$ cat src/rtl/id_stage_reg_pkg.sv
// Shared decode types for the ID stage: opcodes, ALU encodings and the
// registered control bundle handed from decode to EX.
package id_stage_reg_pkg;

    localparam int ALU_OP_W  = 4;
    localparam int ALU_SRC_W = 2;
    localparam int RF_W      = 5;

    typedef enum logic [ALU_OP_W-1:0] {
        ALU_AND  = 4'd0,
        ALU_OR   = 4'd1,
        ALU_XOR  = 4'd2,
        ALU_ADD  = 4'd3,
        ALU_SUB  = 4'd4,
        ALU_SLL  = 4'd5,
        ALU_SRL  = 4'd6,
        ALU_SRA  = 4'd7,
        ALU_SLT  = 4'd8,
        ALU_SLTU = 4'd9
    } alu_op_e;

    typedef enum logic [ALU_SRC_W-1:0] {
        ALU_SRC_REG    = 2'd0,
        ALU_SRC_IMM    = 2'd1,
        ALU_SRC_IMM_PC = 2'd2,
        ALU_SRC_FOR_PC = 2'd3
    } alu_src_e;

    localparam logic [6:0] INST_TYPE_R = 7'h33;
    localparam logic [6:0] INST_TYPE_I = 7'h13;
    localparam logic [6:0] INST_LOAD   = 7'h03;
    localparam logic [6:0] INST_STORE  = 7'h23;
    localparam logic [6:0] INST_BRANCH = 7'h63;
    localparam logic [6:0] INST_JAL    = 7'h6f;
    localparam logic [6:0] INST_JALR   = 7'h67;
    localparam logic [6:0] INST_LUI    = 7'h37;
    localparam logic [6:0] INST_AUIPC  = 7'h17;

    typedef struct packed {
        logic            reg_wen;
        logic [RF_W-1:0] rd;
        logic [RF_W-1:0] rs1;
        logic [RF_W-1:0] rs2;
        alu_op_e         alu_op;
        alu_src_e        alu_src;
        logic [2:0]      branch_op;
        logic            jump;
        logic            jalr;
        logic            mem_rd;
        logic            mem_wr;
        logic [2:0]      mem_size;
        logic            illegal;
    } ctrl_t;

    function automatic alu_op_e alu_dec(input logic [2:0] f3, input logic alt);
        alu_op_e op;
        case (f3)
            3'd0:    op = alt ? ALU_SUB : ALU_ADD;
            3'd1:    op = ALU_SLL;
            3'd2:    op = ALU_SLT;
            3'd3:    op = ALU_SLTU;
            3'd4:    op = ALU_XOR;
            3'd5:    op = alt ? ALU_SRA : ALU_SRL;
            3'd6:    op = ALU_OR;
            default: op = ALU_AND;
        endcase
        return op;
    endfunction

endpackage

$ cat src/rtl/id_stage_reg_decode.sv
// Pure combinational RV32I decoder: instruction word to control bundle,
// immediate and source-register usage flags.
import id_stage_reg_pkg::*;

module id_decode_comb #(
    parameter int XLEN = 32
) (
    input  logic [31:0]     ir,
    output ctrl_t           ctrl,
    output logic [XLEN-1:0] imm,
    output logic            rs1_used,
    output logic            rs2_used
);

    logic [6:0] opc;
    logic [2:0] f3;
    logic [6:0] f7;
    logic       rd_used;
    logic       sh_zero;
    logic       sh_alt;
    logic signed [31:0] u32;
    logic [XLEN-1:0] imm_i, imm_s, imm_b, imm_u, imm_j;

    assign opc = ir[6:0];
    assign f3  = ir[14:12];
    assign f7  = ir[31:25];
    assign u32 = {ir[31:12], 12'h000};

    assign imm_i = {{(XLEN-12){ir[31]}}, ir[31:20]};
    assign imm_s = {{(XLEN-12){ir[31]}}, ir[31:25], ir[11:7]};
    assign imm_b = {{(XLEN-13){ir[31]}}, ir[31], ir[7], ir[30:25], ir[11:8], 1'b0};
    assign imm_u = XLEN'(u32);
    assign imm_j = {{(XLEN-21){ir[31]}}, ir[31], ir[19:12], ir[20], ir[30:21], 1'b0};

    // RV64 shifts take a 6-bit shamt, so one fewer funct bit is checked
    assign sh_zero = (XLEN == 64) ? (ir[31:26] == 6'h00) : (f7 == 7'h00);
    assign sh_alt  = (XLEN == 64) ? (ir[31:26] == 6'h10) : (f7 == 7'h20);

    always_comb begin
        ctrl     = '0;
        imm      = '0;
        rs1_used = 1'b0;
        rs2_used = 1'b0;
        rd_used  = 1'b0;
        unique case (1'b1)
            opc == INST_TYPE_R: begin
                rs1_used     = 1'b1;
                rs2_used     = 1'b1;
                rd_used      = 1'b1;
                ctrl.alu_op  = alu_dec(f3, f7[5]);
                ctrl.illegal = !(f7 == 7'h00 ||
                                 (f7 == 7'h20 && (f3 == 3'd0 || f3 == 3'd5)));
            end
            opc == INST_TYPE_I: begin
                rs1_used     = 1'b1;
                rd_used      = 1'b1;
                imm          = imm_i;
                ctrl.alu_src = ALU_SRC_IMM;
                ctrl.alu_op  = alu_dec(f3, f3 == 3'd5 && sh_alt);
                ctrl.illegal = (f3 == 3'd1 && !sh_zero) ||
                               (f3 == 3'd5 && !(sh_zero || sh_alt));
            end
            opc == INST_LOAD: begin
                rs1_used      = 1'b1;
                rd_used       = 1'b1;
                imm           = imm_i;
                ctrl.mem_rd   = 1'b1;
                ctrl.mem_size = f3;
                ctrl.alu_op   = ALU_ADD;
                ctrl.alu_src  = ALU_SRC_IMM;
                ctrl.illegal  = f3 inside {3'd3, 3'd6, 3'd7};
            end
            opc == INST_STORE: begin
                rs1_used      = 1'b1;
                rs2_used      = 1'b1;
                imm           = imm_s;
                ctrl.mem_wr   = 1'b1;
                ctrl.mem_size = f3;
                ctrl.alu_op   = ALU_ADD;
                ctrl.alu_src  = ALU_SRC_IMM;
                ctrl.illegal  = f3 > 3'd2;
            end
            opc == INST_BRANCH: begin
                rs1_used       = 1'b1;
                rs2_used       = 1'b1;
                imm            = imm_b;
                ctrl.branch_op = f3;
                ctrl.alu_op    = ALU_SUB;
                ctrl.alu_src   = ALU_SRC_REG;
                ctrl.illegal   = f3 inside {3'd2, 3'd3};
            end
            opc == INST_JAL: begin
                rd_used      = 1'b1;
                imm          = imm_j;
                ctrl.jump    = 1'b1;
                ctrl.alu_op  = ALU_ADD;
                ctrl.alu_src = ALU_SRC_FOR_PC;
            end
            opc == INST_JALR: begin
                rs1_used     = 1'b1;
                rd_used      = 1'b1;
                imm          = imm_i;
                ctrl.jalr    = 1'b1;
                ctrl.alu_op  = ALU_ADD;
                ctrl.alu_src = ALU_SRC_IMM;
                ctrl.illegal = f3 != 3'd0;
            end
            opc == INST_LUI: begin
                rd_used      = 1'b1;
                imm          = imm_u;
                ctrl.alu_op  = ALU_ADD;
                ctrl.alu_src = ALU_SRC_IMM;
            end
            opc == INST_AUIPC: begin
                rd_used      = 1'b1;
                imm          = imm_u;
                ctrl.alu_op  = ALU_ADD;
                ctrl.alu_src = ALU_SRC_IMM_PC;
            end
            default: ctrl.illegal = 1'b1;
        endcase
        ctrl.rd      = rd_used  ? ir[11:7]  : '0;
        ctrl.rs1     = rs1_used ? ir[19:15] : '0;
        ctrl.rs2     = rs2_used ? ir[24:20] : '0;
        ctrl.reg_wen = rd_used && (ir[11:7] != 5'd0);
        // an illegal word carries no side effects and reads no registers
        if (ctrl.illegal) begin
            ctrl         = '0;
            ctrl.illegal = 1'b1;
            imm          = '0;
            rs1_used     = 1'b0;
            rs2_used     = 1'b0;
        end
    end

endmodule

$ cat src/rtl/id_stage_reg.sv
// Registered decode stage: valid/ready handshake, load-use interlock
// against EX and the output register around id_decode_comb.
import id_stage_reg_pkg::*;

module id_stage_reg #(
    parameter int XLEN       = 32,
    parameter int REG_ADDR_W = 5,
    parameter bit HAZARD_EN  = 1'b1
) (
    input  logic                  clk,
    input  logic                  rst_n,
    input  logic                  in_valid,
    output logic                  in_ready,
    input  logic [31:0]           in_ir,
    input  logic [XLEN-1:0]       in_pc,
    input  logic                  flush,
    input  logic                  ex_load_valid,
    input  logic [REG_ADDR_W-1:0] ex_load_rd,
    output logic                  out_valid,
    input  logic                  out_ready,
    output logic [XLEN-1:0]       out_pc,
    output logic                  reg_wen,
    output logic [REG_ADDR_W-1:0] reg_w_addr,
    output logic [REG_ADDR_W-1:0] reg_r_addr1,
    output logic [REG_ADDR_W-1:0] reg_r_addr2,
    output logic [XLEN-1:0]       imm,
    output logic [ALU_OP_W-1:0]   alu_op,
    output logic [ALU_SRC_W-1:0]  alu_src_sel,
    output logic [2:0]            branch_op,
    output logic                  jump,
    output logic                  jalr,
    output logic                  mem_rd,
    output logic                  mem_wr,
    output logic [2:0]            mem_size,
    output logic                  illegal
);

    ctrl_t           dec;
    ctrl_t           q;
    logic [XLEN-1:0] dec_imm;
    logic            rs1_used;
    logic            rs2_used;
    logic            hazard;
    logic            accept;

    id_decode_comb #(.XLEN(XLEN)) u_dec (
        .ir       (in_ir),
        .ctrl     (dec),
        .imm      (dec_imm),
        .rs1_used (rs1_used),
        .rs2_used (rs2_used)
    );

    assign hazard = HAZARD_EN && ex_load_valid && (ex_load_rd != '0) &&
                    ((rs1_used && ex_load_rd == REG_ADDR_W'(dec.rs1)) ||
                     (rs2_used && ex_load_rd == REG_ADDR_W'(dec.rs2)));

    assign in_ready = (!out_valid || out_ready) && !hazard && !flush;
    assign accept   = in_valid && in_ready;

    // fields only load on accept, so a held bundle never moves
    always_ff @(posedge clk or negedge rst_n) begin
        if (!rst_n) begin
            out_valid <= 1'b0;
            q         <= '0;
            imm       <= '0;
            out_pc    <= '0;
        end else if (flush) begin
            out_valid <= 1'b0;
        end else if (accept) begin
            out_valid <= 1'b1;
            q         <= dec;
            imm       <= dec_imm;
            out_pc    <= in_pc;
        end else if (out_ready) begin
            out_valid <= 1'b0;
        end
    end

    assign reg_wen     = q.reg_wen;
    assign reg_w_addr  = REG_ADDR_W'(q.rd);
    assign reg_r_addr1 = REG_ADDR_W'(q.rs1);
    assign reg_r_addr2 = REG_ADDR_W'(q.rs2);
    assign alu_op      = q.alu_op;
    assign alu_src_sel = q.alu_src;
    assign branch_op   = q.branch_op;
    assign jump        = q.jump;
    assign jalr        = q.jalr;
    assign mem_rd      = q.mem_rd;
    assign mem_wr      = q.mem_wr;
    assign mem_size    = q.mem_size;
    assign illegal     = q.illegal;

endmodule
$ cat config.mk
export PLATFORM = sky130hd
export DESIGN_NAME = id_stage_reg
export DESIGN_NICKNAME = d
export VERILOG_FILES = /design/src/rtl/id_stage_reg_pkg.sv /design/src/rtl/id_stage_reg_decode.sv /design/src/rtl/id_stage_reg.sv
export SDC_FILE = /design/constraint.sdc
export NUM_CORES = 1
export LEC_CHECK = 0
export ABC_CLOCK_PERIOD_IN_PS = 3200
export CAP_MARGIN = 20
export CORE_UTILIZATION = 42
export DETAILED_ROUTE_END_ITERATION = 8
export HOLD_SLACK_MARGIN = 0.03
export PLACE_DENSITY = 0.83
export REMOVE_ABC_BUFFERS = 1
export SYNTH_ARGS = -nofsm -noshare
export SYNTH_HDL_FRONTEND = slang
export SYNTH_HIERARCHICAL = 1
export SYNTH_SLANG_ARGS = --single-unit
export TNS_END_PERCENT = 20
$ cat constraint.sdc
create_clock -name clk -period 3.2 [get_ports clk]
set_input_delay 0.48 -clock clk [delete_from_list [all_inputs] [get_ports clk]]
set_output_delay 0.48 -clock clk [all_outputs]
set_load 0.01 [all_outputs]
==> flow_metrics.tcl <==
set metrics [dict create \
    min_period_ps 3500 \
    die-area_sq_um 12800 \
    portBuffers 173 \
    gr-total-overflow 0 \
    synth_top_area_share_pct 47.3 \
    ir_worst_vdd_mv 0.264 \
    ant_nets 0 \
    synthDistinctLibCells 51 \
    synth.avg_cell_area_sq_um 11.5 \
    grt_max_degree 60 \
    drc_errors 0 \
    worst_pin_slew_ps 791 \
    critPathMaxFanout 5 \
    syn_area_sq_um 5190 \
    dr.pass1.iters 4 \
    grt_pass1_vias 4562 \
    cts_tree "yes" \
    fmax_mhz 285 \
    start_util_pct 43.2 \
    status "finished with violations" \
    final_common_cell "clkdlybuf4s50_1" \
    antenna_found_initial 0 \
    finalCritPeriodShare_pct 109 \
    synth_edf_count 0 \
    cp-start-kind "primary input" \
    fillers 896 \
    die_w_um 113 \
    setup_viol 98 \
    violations "negative setup slack" \
    layout-drive-gt1-share_pct 36.7 \
    io_pins 174 \
    timing.final.hold_violations 0 \
    grt_usage_pct 23.5 \
    gpl.final_weighted_congestion 0.831 \
    cp_data_arrival_time_ps 3020 \
    wl_mm 15.7 \
    postSynthCellCount 450 \
    dp_slack_ps -1360 \
    max-cap-violations 0 \
    grt_pass1_wl_mm 23.5 \
    final_cell_mix "clkdlybuf4s50_1 (154), dfrtp_1 (98), buf_4 (65)" \
    synth-warning-count 6 \
    yosys-top-cells-area "dfrtp_1 (47%), mux2_2 (15%), mux2_4 (8.7%), nand2_1 (3.9%), a21oi_1 (3.2%)" \
    nets 759 \
    vias 4462 \
    clockRootBuffer "clkbuf_16" \
    fin_ws_ps -303 \
    fp-row-count 40 \
    h-tree-depth 3 \
    drtIter0Drc 294 \
    area_growth_pct 57.9 \
    async_flop_share_pct 100 \
    core_area_sq_um 12000 \
    synth_top_cell_by_area "dfrtp_1" \
    rsz0062_at_grt "yes" \
    cts_sinks 98 \
    clkSlewWorstSetupHoldPaths_ps 70 \
    seq_area_frac_synth_pct 47.3 \
    synth_seq_cells 98 \
    die_h_um 113 \
    cts_buffers 9 \
    p_leak_nw 3.55 \
    drv_slew 0 \
    routedWlPerCell_um 18.8 \
    power_density_nw_per_um2 376 \
    required_ps 2720 \
    yosys_most_used_dff "dfrtp_1" \
    path_class "in -> out" \
    hpwl_mm 10.7 \
    setup_tns_ps -23420 \
    cts.path.max_buffers 2 \
    slew_headroom_pct 47.3 \
    via_per_inst 5.34 \
    hp-class "in -> async" \
    insertion_delay_ps 350 \
    antennaDiodeCount 0 \
    endpoint_kind "output port" \
    clock_skew_ps 4.41 \
]
routing by layer:
| metal | up-vias | GRT usage [%] | wire [um] |
|---|---|---|---|
| met5 | - | 0 | 0 |
| met4 | 0 | 8.33 | 289 |
| met3 | 24 | 4.45 | 872 |
| met2 | 161 | 39.6 | 7890 |
| met1 | 2224 | 30.1 | 6640 |
| li1 | 2053 | - | - |
sequential cells by signal (all words and copies together) (netlist names):
name / count
alu_op: 4
branch_op: 3
illegal: 1
mem_rd: 1
alu_src_sel: 2
reg_w_addr: 5
jalr: 1
mem_wr: 1
out_valid: 1
out_pc: 32
reg_r_addr2: 5
reg_wen: 1
mem_size: 3
jump: 1
imm: 32
reg_r_addr1: 5
path summary, 6_finish.rpt:
| check | slack (ps) | end | start | depth (start not counted) |
|---|---|---|---|---|
| max | -300 | in_ready | in_ir[14] | 12 |
| min | 220 | out_pc[3] | rst_n | 1 |
| max reg2reg | 1540 | imm[11] | out_valid | 4 |
| min reg2reg | 510 | out_pc[15] | out_pc[15] | 1 |
| max in group asynchronous | 2270 | out_pc[10] | rst_n | 2 |
| min in group clk | 510 | out_pc[15] | out_pc[15] | 1 |
report_power, final:
part	leakage [nW]	internal [mW]	switching [mW]	total, mW
Sequential	1.29	1.31	0.0396	1.35
Combinational	2.12	0.402	0.273	0.676
Clock	0.139	0.542	0.513	1.05
Yosys cell counts, types with 4 or more instances:
| master | count |
|---|---|
| a21oi_1 | 33 |
| a22oi_1 | 7 |
| and2_1 | 7 |
| buf_4 | 8 |
| clkbuf_1 | 14 |
| dfrtp_1 | 98 |
| mux2_2 | 67 |
| mux2_4 | 30 |
| nand2_1 | 54 |
| nand2b_1 | 5 |
| nor2_1 | 26 |
| nor2_4 | 9 |
| nor3_1 | 9 |
| o21a_1 | 4 |
| o21ai_0 | 11 |
| xor2_1 | 9 |
through the flow:
stage               area [sq um]  utilization, %  power, mW  cells  hold WS (ps)
finish                      8190            68.2       3.08    836           216
detailed placement          7390            61.5       1.98    799           494
floorplan                   4940               -       1.59    417           184
global placement            7390            61.5       1.96    799           489
CTS                         7910            65.9       3.06    824           234
global route                8190            68.2       3.20    836           256
critical path, stage by stage:
cell and delay (ps):
buf_6 110, o21ai_2 170, a21oi_2 80, or4b_4 540, or3_4 490, buf_12 180
nor2_4 90, xor2_1 80, nor4_2 300, a32oi_2 100, o211a_1 250, buf_2 140
layout make-up:
type / count / area (sq um) / share of cell area (%)
tap: 147 / 184 / 2.24
timing repair buffer: 254 / 2530 / 30.9
clock buffer: 9 / 225 / 2.75
inverter: 2 / 7.51 / 0.0916
sequential: 98 / 2450 / 29.9
clock inverter: 7 / 58.8 / 0.718
multi-input combinational: 319 / 2730 / 33.3
what timing repair did:
action / in CTS / in global routing
hold buffers: 0 / 0
gates cloned: 2 / 6
setup buffers: 7 / 5
setup endpoints to repair: 99 / 98
pin swaps: 16 / 11
gates resized for setup: 113 / 24
kinds of logic after synthesis:
group,after synthesis,synth area share [%]
AO/OA/AOI/OAI,65,7.33
XOR/XNOR,11,1.86
buffers and inverters,35,4.99
flip-flops,98,47.3
multiplexers,98,23.4
AND/OR/NAND/NOR,143,15.1
(Power assumes the default switching activity.)
